## src/rtl/cpu_ctrl_pkg.sv

```systemverilog
// Shared encodings for the multicycle CPU main control:
// opcodes, FSM states, datapath select codes and the control bundle.
package cpu_ctrl_pkg;

    localparam logic [5:0] OP_RTYPE = 6'b000000;
    localparam logic [5:0] OP_LW    = 6'b100011;
    localparam logic [5:0] OP_SW    = 6'b101011;
    localparam logic [5:0] OP_BEQ   = 6'b000100;
    localparam logic [5:0] OP_BNE   = 6'b000101;
    localparam logic [5:0] OP_J     = 6'b000010;
    localparam logic [5:0] OP_ADDI  = 6'b001000;

    localparam int ST_W = 4;

    typedef enum logic [ST_W-1:0] {
        S_RST    = 4'd0,
        S_FETCH  = 4'd1,
        S_DECODE = 4'd2,
        S_MEMADR = 4'd3,
        S_MEMRD  = 4'd4,
        S_MEMWB  = 4'd5,
        S_MEMWR  = 4'd6,
        S_RTEX   = 4'd7,
        S_RTWB   = 4'd8,
        S_BEQ    = 4'd9,
        S_BNE    = 4'd10,
        S_JMP    = 4'd11,
        S_ADDIEX = 4'd12,
        S_ADDIWB = 4'd13
    } state_t;

    localparam logic [1:0] SRCB_B      = 2'b00;
    localparam logic [1:0] SRCB_4      = 2'b01;
    localparam logic [1:0] SRCB_IMM    = 2'b10;
    localparam logic [1:0] SRCB_IMM_SH = 2'b11;

    localparam logic [1:0] ALU_ADD   = 2'b00;
    localparam logic [1:0] ALU_SUB   = 2'b01;
    localparam logic [1:0] ALU_FUNCT = 2'b10;

    localparam logic [1:0] PC_ALU    = 2'b00;
    localparam logic [1:0] PC_ALUOUT = 2'b01;
    localparam logic [1:0] PC_JUMP   = 2'b10;

    typedef struct packed {
        logic       mem_read;
        logic       mem_write;
        logic       iord;
        logic       ir_write;
        logic       reg_write;
        logic       reg_dst;
        logic       mem_to_reg;
        logic       alu_src_a;
        logic [1:0] alu_src_b;
        logic [1:0] alu_op;
        logic [1:0] pc_source;
        logic       pc_write;
        logic       pc_if_zero;
        logic       pc_if_nonzero;
    } ctrl_t;

    function automatic logic op_legal(input logic [5:0] op);
        return (op == OP_RTYPE) || (op == OP_LW) || (op == OP_SW) ||
               (op == OP_BEQ) || (op == OP_BNE) || (op == OP_J) ||
               (op == OP_ADDI);
    endfunction

endpackage

```

## src/rtl/multicycle_control_decode.sv

```systemverilog
// Combinational state (+ mem_ready in FETCH) to control-signal table.
// Unlisted and unused states decode to all zeros.
module multicycle_control_decode
    import cpu_ctrl_pkg::*;
#(
    parameter int WAIT_MEM = 1
) (
    input  state_t     state,
    input  logic [5:0] op,
    input  logic       mem_ready,
    output ctrl_t      ctrl,
    output logic       illegal_op
);

    logic rdy;

    assign rdy = (WAIT_MEM == 0) || mem_ready;

    always_comb begin
        ctrl       = '0;
        illegal_op = 1'b0;
        case (state)
            S_FETCH: begin
                ctrl.mem_read      = 1'b1;
                ctrl.alu_src_b     = SRCB_4;
                ctrl.alu_op        = ALU_ADD;
                ctrl.pc_source     = PC_ALU;
                ctrl.ir_write      = rdy;
                ctrl.pc_write      = rdy;
                ctrl.pc_if_zero    = rdy;
                ctrl.pc_if_nonzero = rdy;
            end
            S_DECODE: begin
                // Branch target is precomputed here while the opcode is decoded
                ctrl.alu_src_b = SRCB_IMM_SH;
                ctrl.alu_op    = ALU_ADD;
                illegal_op     = !op_legal(op);
            end
            S_MEMADR, S_ADDIEX: begin
                ctrl.alu_src_a = 1'b1;
                ctrl.alu_src_b = SRCB_IMM;
                ctrl.alu_op    = ALU_ADD;
            end
            S_MEMRD: begin
                ctrl.mem_read = 1'b1;
                ctrl.iord     = 1'b1;
            end
            S_MEMWB: begin
                ctrl.reg_write  = 1'b1;
                ctrl.mem_to_reg = 1'b1;
            end
            S_MEMWR: begin
                ctrl.mem_write = 1'b1;
                ctrl.iord      = 1'b1;
            end
            S_RTEX: begin
                ctrl.alu_src_a = 1'b1;
                ctrl.alu_src_b = SRCB_B;
                ctrl.alu_op    = ALU_FUNCT;
            end
            S_RTWB: begin
                ctrl.reg_write = 1'b1;
                ctrl.reg_dst   = 1'b1;
            end
            S_BEQ, S_BNE: begin
                ctrl.alu_src_a     = 1'b1;
                ctrl.alu_src_b     = SRCB_B;
                ctrl.alu_op        = ALU_SUB;
                ctrl.pc_source     = PC_ALUOUT;
                ctrl.pc_write      = 1'b1;
                ctrl.pc_if_zero    = (state == S_BEQ);
                ctrl.pc_if_nonzero = (state == S_BNE);
            end
            S_JMP: begin
                ctrl.pc_source     = PC_JUMP;
                ctrl.pc_write      = 1'b1;
                ctrl.pc_if_zero    = 1'b1;
                ctrl.pc_if_nonzero = 1'b1;
            end
            S_ADDIWB: begin
                ctrl.reg_write = 1'b1;
            end
            default: ;
        endcase
    end

endmodule

```

## src/rtl/multicycle_control.sv

```systemverilog
// Main control FSM of the multicycle CPU: state register and next-state
// logic; the output table lives in multicycle_control_decode.
module multicycle_control
    import cpu_ctrl_pkg::*;
#(
    parameter int WAIT_MEM = 1,
    parameter int STATE_W  = 4
) (
    input  logic       clk,
    input  logic       reset,
    input  logic [5:0] op,
    input  logic       mem_ready,
    output logic       MemRead,
    output logic       MemWrite,
    output logic       IorD,
    output logic       IRWrite,
    output logic       RegWrite,
    output logic       RegDst,
    output logic       MemtoReg,
    output logic       ALUSrcA,
    output logic [1:0] ALUSrcB,
    output logic [1:0] ALUOp,
    output logic [1:0] PCSource,
    output logic       PCWrite,
    output logic       PCWriteIfZero,
    output logic       PCWriteIfNonZero,
    output logic       illegal_op
);

    logic [STATE_W-1:0] state;
    state_t             cur;
    state_t             nxt;
    ctrl_t              ctrl;
    logic               rdy;

    assign cur = state_t'(state[ST_W-1:0]);
    assign rdy = (WAIT_MEM == 0) || mem_ready;

    always_comb begin
        nxt = S_RST;
        case (cur)
            S_RST:    nxt = S_FETCH;
            S_FETCH:  nxt = rdy ? S_DECODE : S_FETCH;
            S_DECODE: begin
                case (op)
                    OP_LW, OP_SW: nxt = S_MEMADR;
                    OP_RTYPE:     nxt = S_RTEX;
                    OP_BEQ:       nxt = S_BEQ;
                    OP_BNE:       nxt = S_BNE;
                    OP_J:         nxt = S_JMP;
                    OP_ADDI:      nxt = S_ADDIEX;
                    default:      nxt = S_FETCH;
                endcase
            end
            S_MEMADR: nxt = (op == OP_LW) ? S_MEMRD : S_MEMWR;
            S_MEMRD:  nxt = rdy ? S_MEMWB : S_MEMRD;
            S_MEMWB:  nxt = S_FETCH;
            S_MEMWR:  nxt = rdy ? S_FETCH : S_MEMWR;
            S_RTEX:   nxt = S_RTWB;
            S_RTWB:   nxt = S_FETCH;
            S_BEQ:    nxt = S_FETCH;
            S_BNE:    nxt = S_FETCH;
            S_JMP:    nxt = S_FETCH;
            S_ADDIEX: nxt = S_ADDIWB;
            S_ADDIWB: nxt = S_FETCH;
            default:  nxt = S_RST;
        endcase
    end

    always_ff @(posedge clk or posedge reset) begin
        if (reset) state <= STATE_W'(S_RST);
        else       state <= STATE_W'(nxt);
    end

    multicycle_control_decode #(
        .WAIT_MEM (WAIT_MEM)
    ) u_decode (
        .state      (cur),
        .op         (op),
        .mem_ready  (mem_ready),
        .ctrl       (ctrl),
        .illegal_op (illegal_op)
    );

    assign MemRead          = ctrl.mem_read;
    assign MemWrite         = ctrl.mem_write;
    assign IorD             = ctrl.iord;
    assign IRWrite          = ctrl.ir_write;
    assign RegWrite         = ctrl.reg_write;
    assign RegDst           = ctrl.reg_dst;
    assign MemtoReg         = ctrl.mem_to_reg;
    assign ALUSrcA          = ctrl.alu_src_a;
    assign ALUSrcB          = ctrl.alu_src_b;
    assign ALUOp            = ctrl.alu_op;
    assign PCSource         = ctrl.pc_source;
    assign PCWrite          = ctrl.pc_write;
    assign PCWriteIfZero    = ctrl.pc_if_zero;
    assign PCWriteIfNonZero = ctrl.pc_if_nonzero;

endmodule

```

## config.mk

```make
export PLATFORM = sky130hd
export DESIGN_NAME = multicycle_control
export DESIGN_NICKNAME = d
export VERILOG_FILES = /design/src/rtl/cpu_ctrl_pkg.sv /design/src/rtl/multicycle_control_decode.sv /design/src/rtl/multicycle_control.sv
export SDC_FILE = /design/constraint.sdc
export NUM_CORES = 1
export LEC_CHECK = 0
export ABC_AREA = 1
export CAP_MARGIN = 30
export CORE_AREA = 4 4 41 43
export CTS_CLUSTER_SIZE = 10
export DETAILED_ROUTE_END_ITERATION = 16
export DIE_AREA = 0 0 45 47
export GPL_ROUTABILITY_DRIVEN = 0
export PLACE_DENSITY = 0.79
export SYNTH_ARGS = -nofsm -noshare
export SYNTH_HDL_FRONTEND = slang
export SYNTH_SLANG_ARGS = --single-unit
```

## constraint.sdc

```tcl
create_clock -name clk -period 3.6 [get_ports clk]
set_clock_uncertainty 0.05 [all_clocks]
set_input_delay 0.9 -clock clk [delete_from_list [all_inputs] [get_ports clk]]
set_output_delay 0.9 -clock clk [all_outputs]
set_load 0.1 [all_outputs]
```

==> flow_metrics.py <==
metrics = {
    "floorplanning": {
        "initial_utilization_pct": 39.42,
        "rows": 13,
        "pin_count": 27,
        "die_x_um": 45,
        "core_um2": 1301,
        "fp.dieH_um": 47,
        "dieArea_um2": 2115,
    },
    "setup_path": {
        "startpoint_type": "input port",
        "critPathRequiredTime_ns": 2.65,
        "arrival_ns": 2.22,
        "crit_fanout": 3,
        "cp-end-kind": "output port",
        "critPathKind": "input port to output port",
    },
    "routing": {
        "drtAntennaViolNets": 0,
        "routed-via-count": 669,
        "avgRoutedWirePerCell_um": 10.34,
        "drt_wl_total_um": 1437,
        "vias_per_cell": 4.813,
        "dr.pass1.iters": 4,
        "dr.first_iter.drc_count": 11,
        "drc_errors": 0,
    },
    "final_layout": {
        "final_common_cell": "nand2_1",
        "drive_above_1_share_pct": 26.61,
        "largest_reg_flops": 4,
        "final_cell_mix": "nand2_1 (21), inv_1 (20), nor2_1 (13), buf_4 (13), nand3_1 (11)",
        "n_fill_cell": 138,
        "antenna_cells": 0,
        "syn_to_final_growth_pct": 63.41,
        "stdcell_count": 139,
        "finish.net_count": 135,
    },
    "clock_network": {
        "clkTransAtPathRegs_ns": 0.04,
        "clock_latency_ns": 0.24,
        "clock-root-buffer": "clkbuf_4",
        "cts_tree": "yes",
        "cts_resized": 0,
        "post_cts_buffers": 0,
        "clockBufferDepth": 2,
        "cts_max_level": 1,
        "cts.sinks": 4,
        "cts_hold_repair.buffers": 0,
        "cts_buffers": 3,
    },
    "grt": {
        "grt_overflow": 0,
        "grt_pass1_vias": 624,
        "grt_max_degree": 10,
        "grt_pass1_wl_um": 2456,
        "grt_antenna_before_repair": 0,
        "track_usage_pct": 16.48,
    },
    "timing": {
        "worstMarginPinSlew_ns": 0.3352,
        "hold_viol": 0,
        "fmax_ghz": 0.3154,
        "setup_viol": 0,
        "rsz0062_at_grt": "no",
        "period_needed_ns": 3.171,
        "relSlewSlack_pct": 77.42,
        "slew_viol_final": 0,
        "holdWs_ns": 0.5761,
        "timing.final.crit_share_pct": 88.08,
    },
    "synthesis": {
        "netlist_instances": 95,
        "synthesis.nets": 104,
        "synth_top_area_share_pct": 19.51,
        "yosys.area.top_type": "dfrtp_1",
        "synth-seq-cells": 4,
        "yosysSeqAreaShare_pct": 19.51,
        "synth_area_um2": 513.0,
        "yosys-top-cells-area": "dfrtp_1 (20%), nand2_1 (15%), inv_1 (15%), nand3_1 (11%), nor2_1 (10%)",
        "syn_area_per_cell_um2": 5.400,
        "synth_cell_types": 15,
        "synth_warnings": 0,
    },
    "placed_design": {
        "dpl.cell_count": 136,
        "place_hpwl_um": 1251,
        "io_buffers": 26,
    },
    "run_status": {
        "status": "finished, final reports clean",
    },
    "worst_hold_path": {
        "hold_path.class": "register to register",
    },
    "job": {
        "cap_violations": 0,
    },
}
## through the flow
stage | TNS [ns] | setup WS, ns | cell area [µm²] | utilization [%]
floorplan | -0.3074 | -0.1025 | 519.2 | -
global placement | 0 | 0.4775 | 815.8 | 62.69
detailed placement | 0 | 0.4305 | 815.8 | 62.69
CTS | 0 | 0.4331 | 838.3 | 64.42
global route | 0 | 0.3198 | 838.3 | 64.42
finish | 0 | 0.4290 | 838.3 | 64.42
## worst max-delay path: stages
cell and delay (ns):
clkdlybuf4s50_1 0.50, inv_1 0.08, nor2_1 0.17, nand3_1 0.10
nand2_1 0.11, nor2_1 0.05, nand3_1 0.07, inv_1 0.07
buf_12 0.16
## final timing paths
path	from	end	slack (ns)	depth (start not counted)
min in group asynchronous	reset	cur[2]$_DFF_PP0_	0.80	2
max in group asynchronous	reset	cur[0]$_DFF_PP0_	2.55	2
min	cur[2]$_DFF_PP0_	cur[3]$_DFF_PP0_	0.58	2
max reg2reg	cur[3]$_DFF_PP0_	cur[0]$_DFF_PP0_	2.35	6
min reg2reg	cur[2]$_DFF_PP0_	cur[3]$_DFF_PP0_	0.58	2
max	op[2]	illegal_op	0.43	9
## cell families (layout without fill, tap and decap cells)
kind of cell	after synthesis	count (layout)	share of synthesized area (%)
AOI/OAI and AO/OA	11	11	11.95
DFF	4	4	19.51
and+or+nand+nor	58	58	52.44
buffers and inverters	22	51	16.10
## Yosys cell counts, drive strengths merged
cell type / number
nand2: 23
inv: 22
nor2: 19
nand3: 11
o21ai: 7
dfrtp: 4
nand4: 3
a21oi: 2
nand3b: 2
a31o: 1
o21bai: 1
## cell type report
cell class / instances / area [µm²] / area share [%]
multi-input cells: 69 / 336.6 / 40.15
flip-flops and latches: 4 / 100.1 / 11.94
inverters: 22 / 82.58 / 9.851
repair buffers: 26 / 277.8 / 33.13
clock buffers: 3 / 22.52 / 2.687
well taps: 15 / 18.77 / 2.239
## metal layers
metal | GRT usage, % | vias to the layer above | part of all wire [%] | wire [µm]
li1 | - | 357 | - | -
met1 | 15.60 | 285 | 39 | 562
met2 | 31.36 | 27 | 51 | 736
met3 | 7.663 | 0 | 9.6 | 138
met4 | 5.263 | 0 | 0 | 0
met5 | 0 | - | 0 | 0
Power is not shown: default switching activity piles up to over one toggle a cycle in this logic, so the estimate is an artifact.
